--- config.mk ---
export PLATFORM = sky130hd
export DESIGN_NAME = pc_unit
export DESIGN_NICKNAME = d
export VERILOG_FILES = /design/src/rtl/pc_pkg.sv /design/src/rtl/pc_target.sv /design/src/rtl/pc_unit.sv
export SDC_FILE = /design/constraint.sdc
export NUM_CORES = 1
export LEC_CHECK = 0
export CELL_PAD_IN_SITES_DETAIL_PLACEMENT = 0
export CELL_PAD_IN_SITES_GLOBAL_PLACEMENT = 2
export CORE_MARGIN = 2
export CORE_UTILIZATION = 29
export DETAILED_ROUTE_END_ITERATION = 8
export PLACE_DENSITY = 0.85
export SETUP_SLACK_MARGIN = 0.3
export SLEW_MARGIN = 20
export SYNTH_ARGS = -nofsm -noshare
export SYNTH_HDL_FRONTEND = slang
export SYNTH_SLANG_ARGS = --single-unit
--- constraint.sdc ---
create_clock -name clk -period 3.5 [get_ports clk]
set_clock_uncertainty 0.05 [all_clocks]
set_input_delay 0.525 -clock clk [delete_from_list [all_inputs] [get_ports clk]]
set_output_delay 0.525 -clock clk [all_outputs]
set_load 0.02 [all_outputs]
--- src/rtl/pc_pkg.sv ---
// pc_pkg: shared types and constants for the program-counter unit
package pc_pkg;
  typedef enum logic [1:0] {SEQ = 2'd0, REL = 2'd1, ABS = 2'd2, EPC = 2'd3} pc_sel_t;
  typedef enum logic [1:0] {BOOT = 2'd0, RUN = 2'd1, HALTED = 2'd2} state_t;
  localparam int PC_STEP = 4;
endpackage

--- src/rtl/pc_target.sv ---
// pc_target: combinational next-PC target select; misalign flag only with PC_MISALIGN_TRAP_EN
module pc_target
  import pc_pkg::*;
#(
  parameter int ADDRESS_WIDTH = 32,
  parameter int DATA_WIDTH    = 32
) (
  input  logic [ADDRESS_WIDTH-1:0] pc,
  input  logic [ADDRESS_WIDTH-1:0] epc,
  input  logic [DATA_WIDTH-1:0]    rs1,
  input  logic [DATA_WIDTH-1:0]    immext,
  input  pc_sel_t                  pcsrc,
  output logic [ADDRESS_WIDTH-1:0] target
`ifdef PC_MISALIGN_TRAP_EN
  , output logic                   misalign
`endif
);
  logic [ADDRESS_WIDTH-1:0] imm, rs;
  assign imm = ADDRESS_WIDTH'(immext);
  assign rs  = ADDRESS_WIDTH'(rs1);
  // select the redirect target; register-indirect jumps always clear bit 0
  always_comb
    target = pcsrc == SEQ ? pc + ADDRESS_WIDTH'(PC_STEP) :
             pcsrc == REL ? pc + imm :
             pcsrc == ABS ? (rs + imm) & ~ADDRESS_WIDTH'(1) : epc;
`ifdef PC_MISALIGN_TRAP_EN
  assign misalign = pcsrc != SEQ && target[1:0] != 2'b00;
`endif
endmodule

--- src/rtl/pc_unit.sv ---
// pc_unit: fetch-stage PC register with boot delay, trap/epc, stall and halt; misalign trap via PC_MISALIGN_TRAP_EN
module pc_unit
  import pc_pkg::*;
#(
  parameter int                       ADDRESS_WIDTH = 32,
  parameter int                       DATA_WIDTH    = 32,
  parameter logic [ADDRESS_WIDTH-1:0] RESET_VECTOR  = '0,
  parameter int                       BOOT_CYCLES   = 2
) (
  input  logic                     clk,
  input  logic                     rst_n,
  input  logic                     stall,
  input  pc_sel_t                  pcsrc,
  input  logic [DATA_WIDTH-1:0]    immext,
  input  logic [DATA_WIDTH-1:0]    rs1,
  input  logic                     trap,
  input  logic [ADDRESS_WIDTH-1:0] trap_vector,
  input  logic                     halt,
  output logic [ADDRESS_WIDTH-1:0] pc,
  output logic [ADDRESS_WIDTH-1:0] pcplus4,
  output logic [ADDRESS_WIDTH-1:0] epc,
  output logic                     fetch_valid,
  output logic                     halted,
  output logic                     misaligned
);
  localparam int CW = $clog2(BOOT_CYCLES + 1);
  state_t                   state;
  logic [CW-1:0]            cnt;
  logic [ADDRESS_WIDTH-1:0] target;
`ifdef PC_MISALIGN_TRAP_EN
  logic                     mis;
`endif
  pc_target #(.ADDRESS_WIDTH(ADDRESS_WIDTH), .DATA_WIDTH(DATA_WIDTH)) u_target (
    .pc(pc), .epc(epc), .rs1(rs1), .immext(immext), .pcsrc(pcsrc), .target(target)
`ifdef PC_MISALIGN_TRAP_EN
    , .misalign(mis)
`endif
  );
  assign pcplus4     = pc + ADDRESS_WIDTH'(PC_STEP);
  assign fetch_valid = state == RUN && !stall && !halt;
  assign halted      = state == HALTED;
`ifndef PC_MISALIGN_TRAP_EN
  assign misaligned  = 1'b0;
`endif
  // boot countdown, then trap > halt > stall > target in RUN; HALTED freezes everything
  always_ff @(posedge clk or negedge rst_n)
    if (!rst_n) begin
      state <= BOOT;
      cnt   <= '0;
      pc    <= RESET_VECTOR;
      epc   <= '0;
`ifdef PC_MISALIGN_TRAP_EN
      misaligned <= 1'b0;
`endif
    end else begin
`ifdef PC_MISALIGN_TRAP_EN
      misaligned <= 1'b0;
`endif
      case (state)
        BOOT: begin
          cnt <= cnt + CW'(1);
          if (cnt == CW'(BOOT_CYCLES - 1)) state <= RUN;
        end
        RUN:
          if (trap) begin
            pc  <= trap_vector;
            epc <= pc;
          end else if (halt) state <= HALTED;
          else if (!stall) begin
`ifdef PC_MISALIGN_TRAP_EN
            if (mis) begin
              pc         <= trap_vector;
              epc        <= pc;
              misaligned <= 1'b1;
            end else
`endif
            pc <= target;
          end
        default: ;
      endcase
    end
endmodule

==> results_dict.tcl <==
set metrics [dict create \
    syn_inst 987 \
    grt_first_pass_wirelength_mm 52.9 \
    ff_latch_area_um2 1710 \
    globalplace.congestion 0.930 \
    mostFrequentLayoutCells "clkdlybuf4s50_1, nand2_1, buf_4" \
    initial_core_utilization_pct 29.7 \
    worst-path-max-fanout 4 \
    hold_path.class "primary input to asynchronous set/reset pin" \
    worst_setup_slack_for_register_to_register_paths_ns 0.50 \
    worstSkewPairLatency_ns 0.35 \
    final_layout_size_suffix_gt1_share_pct 17.3 \
    dieWidth_um 168 \
    cts_made_buffers 9 \
    cts.sinks 68 \
    timing.slew.headroom_pct 43.8 \
    timing.final.setup_violations 0 \
    power.density_nw_per_um2 235 \
    element_type_at_the_critical_path_end "flop" \
    multi_input_comb_area_um2 5930 \
    detailedPlacementHpwl_mm 27.9 \
    max-vdd-ir-drop_uv 165 \
    number_of_diodes_added_for_antenna_fixing 0 \
    synth_warnings 0 \
    antenna_left 0 \
    reg2regPathDepth 11 \
    fillCellCount 2649 \
    criticalPathCategory "primary input to flop" \
    remaining_drc_errors 0 \
    first_iter_violations 733 \
    finalCritPeriodShare_pct 91.3 \
    syn-mean-instance-area_um2 7.89 \
    grt_overflow 0 \
    drt-pass1-iter-count 5 \
    clockBufferDepth 2 \
    yosys.cell_types.count 75 \
    edff_count_synth 0 \
    routed_wl_mm 35.0 \
    nature_of_the_critical_path_startpoint "primary input" \
    synth_flop_cell "dfrtp_1" \
    worst_slew_pin_slew_ns 0.843 \
    critical_path.reg2reg.endpoint "pc[30]$_DFFE_PN0P_" \
    synthesized_cell_area_um2 7780 \
    die_area_um2 28200 \
    io_buffers 200 \
    antenna_found_initial 0 \
    reg2reg_from "pc[17]$_DFFE_PN0P_" \
    finish.net_count 1418 \
    setup-tns-final_ns 0 \
    status "finished clean" \
    final-max-slew-violation-count 0 \
    drt-vias-per-instance 5.53 \
    synth-seq-cells 68 \
    p_leak_nw 5.05 \
    area_growth_pct 44.8 \
    maximum_achievable_frequency_ghz 0.313 \
    hold_slack_ns 0.234 \
    most_common_cell_after_layout_fill_and_taps_aside "clkdlybuf4s50_1" \
    count_of_max_cap_constraint_violations 0 \
    area_inside_the_core_boundary_um2 26200 \
    rsz_0062_raised_after_global_routing "yes" \
    synthesis.nets 1155 \
    async_reset_ff_share_pct 100 \
    num_rows 59 \
    design_power_total_mw 2.64 \
    place_ws_ns -0.213 \
    cts_tree "built" \
    synth_sequential_area_ratio_pct 21.9 \
    vias 8798 \
    cts-root-buf "clkbuf_16" \
    grt_use_total_pct 24.5 \
    critPathRequiredTime_ns 3.68 \
    timing.final.crit_period_ns 3.19 \
    top_level_ports 202 \
    timing.final.hold_violations 0 \
    timing.final.ws_setup_ns 0.306 \
    chipHeight_um 168 \
    cts.reportedPaths.clkPinSlew_ns 0.06 \
    arrival_ns 3.38 \
    wl_per_cell_um 22.0 \
    ctsHtreeMaxLevel 3 \
    grt_start_max_net_pins 41 \
    first_global_vias 8678 \
]
-- cell families after synthesis --
family,after synthesis,share of synthesized area (%)
AND/OR/NAND/NOR,344,21.5
AO/OA/AOI/OAI,306,25.0
buffers and inverters,75,4.00
XOR/XNOR,71,7.99
flip-flops,68,21.9
adder cells (fa/ha/maj),65,10.6
multiplexers,57,8.97
other,1,0.0482
-- power by group --
| group | internal [mW] | switching, mW |
|---|---|---|
| Clock | 0.645 | 0.404 |
| Combinational | 0.365 | 0.444 |
| Sequential | 0.786 | 0 |
| Total | 1.80 | 0.849 |
-- how the worst max path moves through the flow --
stage / start / endpoint / slack [ns] / cells after the start
3_3_place_gp: immext[1] / pc[28]$_DFFE_PN0P_ / -0.13 / 11
4_1_cts: pc[2]$_DFFE_PN0P_ / pcplus4[28] / 0.22 / 8
2_1_floorplan: pc[0]$_DFFE_PN0P_ / pc[14]$_DFFE_PN0P_ / 0.62 / 10
6_report: immext[2] / pc[15]$_DFFE_PN0P_ / 0.31 / 11
3_5_place_dp: immext[1] / pc[28]$_DFFE_PN0P_ / -0.21 / 11
5_1_grt: immext[1] / pc[14]$_DFFE_PN0P_ / 0.22 / 12
-- registers in the layout, summed over array words and instances, names as in the netlist --
register and flops:
pc 32, state 2, cnt 2, epc 32
-- synthesized netlist by cell type (4+ instances only) --
cell,instances,area (um2)
mux2_2,32,360
nand2b_1,12,75.1
a311oi_1,7,61.3
or2_2,4,25.0
o21ai_1,4,20.0
nor2_1,84,315
o21bai_1,7,52.6
inv_1,22,82.6
buf_2,12,60.1
mux4_2,7,158
mux2i_1,18,180
a221o_1,4,40.0
a21o_1,22,165
o21ai_0,69,345
nand3_1,30,150
buf_4,4,30.0
nand2_1,109,409
clkbuf_1,34,128
a211oi_1,19,143
ha_1,63,788
o21a_1,13,97.6
xnor2_1,44,385
nor4_1,4,25.0
dfrtp_1,68,1700
and3_1,16,100
nor2b_1,9,56.3
nor3_1,24,120
a31oi_1,9,56.3
or3_1,13,81.3
a21oi_1,99,495
a32oi_1,5,43.8
o211ai_1,11,82.6
xor2_1,27,236
nand4_1,19,119
o221ai_1,5,43.8
-- worst max-delay path: stages --
cell	delay, ns
clkdlybuf4s50_1	0.45
buf_4	0.15
ha_1	0.32
o21ai_0	0.13
o21ai_1	0.30
nand2_2	0.15
a21oi_4	0.19
a41oi_2	0.21
xnor2_1	0.17
mux4_2	0.45
a221o_1	0.32
-- repair_timing --
action,CTS,global route
gates resized for setup,18,41
setup buffers,1,0
hold endpoints to repair,0,0
hold buffers,0,0
endpoints found under the setup margin,19,23
pin swaps,1,11
-- through the flow --
step	cell area, um2	utilization, %	cells
after global routing	11300	43.0	1590
final	11300	43.0	1590
after CTS	11100	42.5	1590
after global placement	10800	41.1	1573
after floorplan	7780	-	987
after detailed placement	10800	41.1	1573
-- final cells by class --
class | instances | share of cell area (%)
clock buffers | 10 | 2.12
clock inverters | 6 | 0.766
inverters | 23 | 0.766
multi-input cells | 844 | 52.6
flip-flops and latches | 68 | 15.1
well taps | 335 | 3.72
repair buffers | 304 | 24.9
-- metal layers --
metal  track usage, %  vias up  wire length (um)
met4             5.29        0               529
li1                 -     4186                 -
met5                0        -                 0
met1             36.0     4286             16700
met2             38.1      299             15500
met3             3.34       27              2190
No activity file was read; power rests on OpenSTA's default activity.
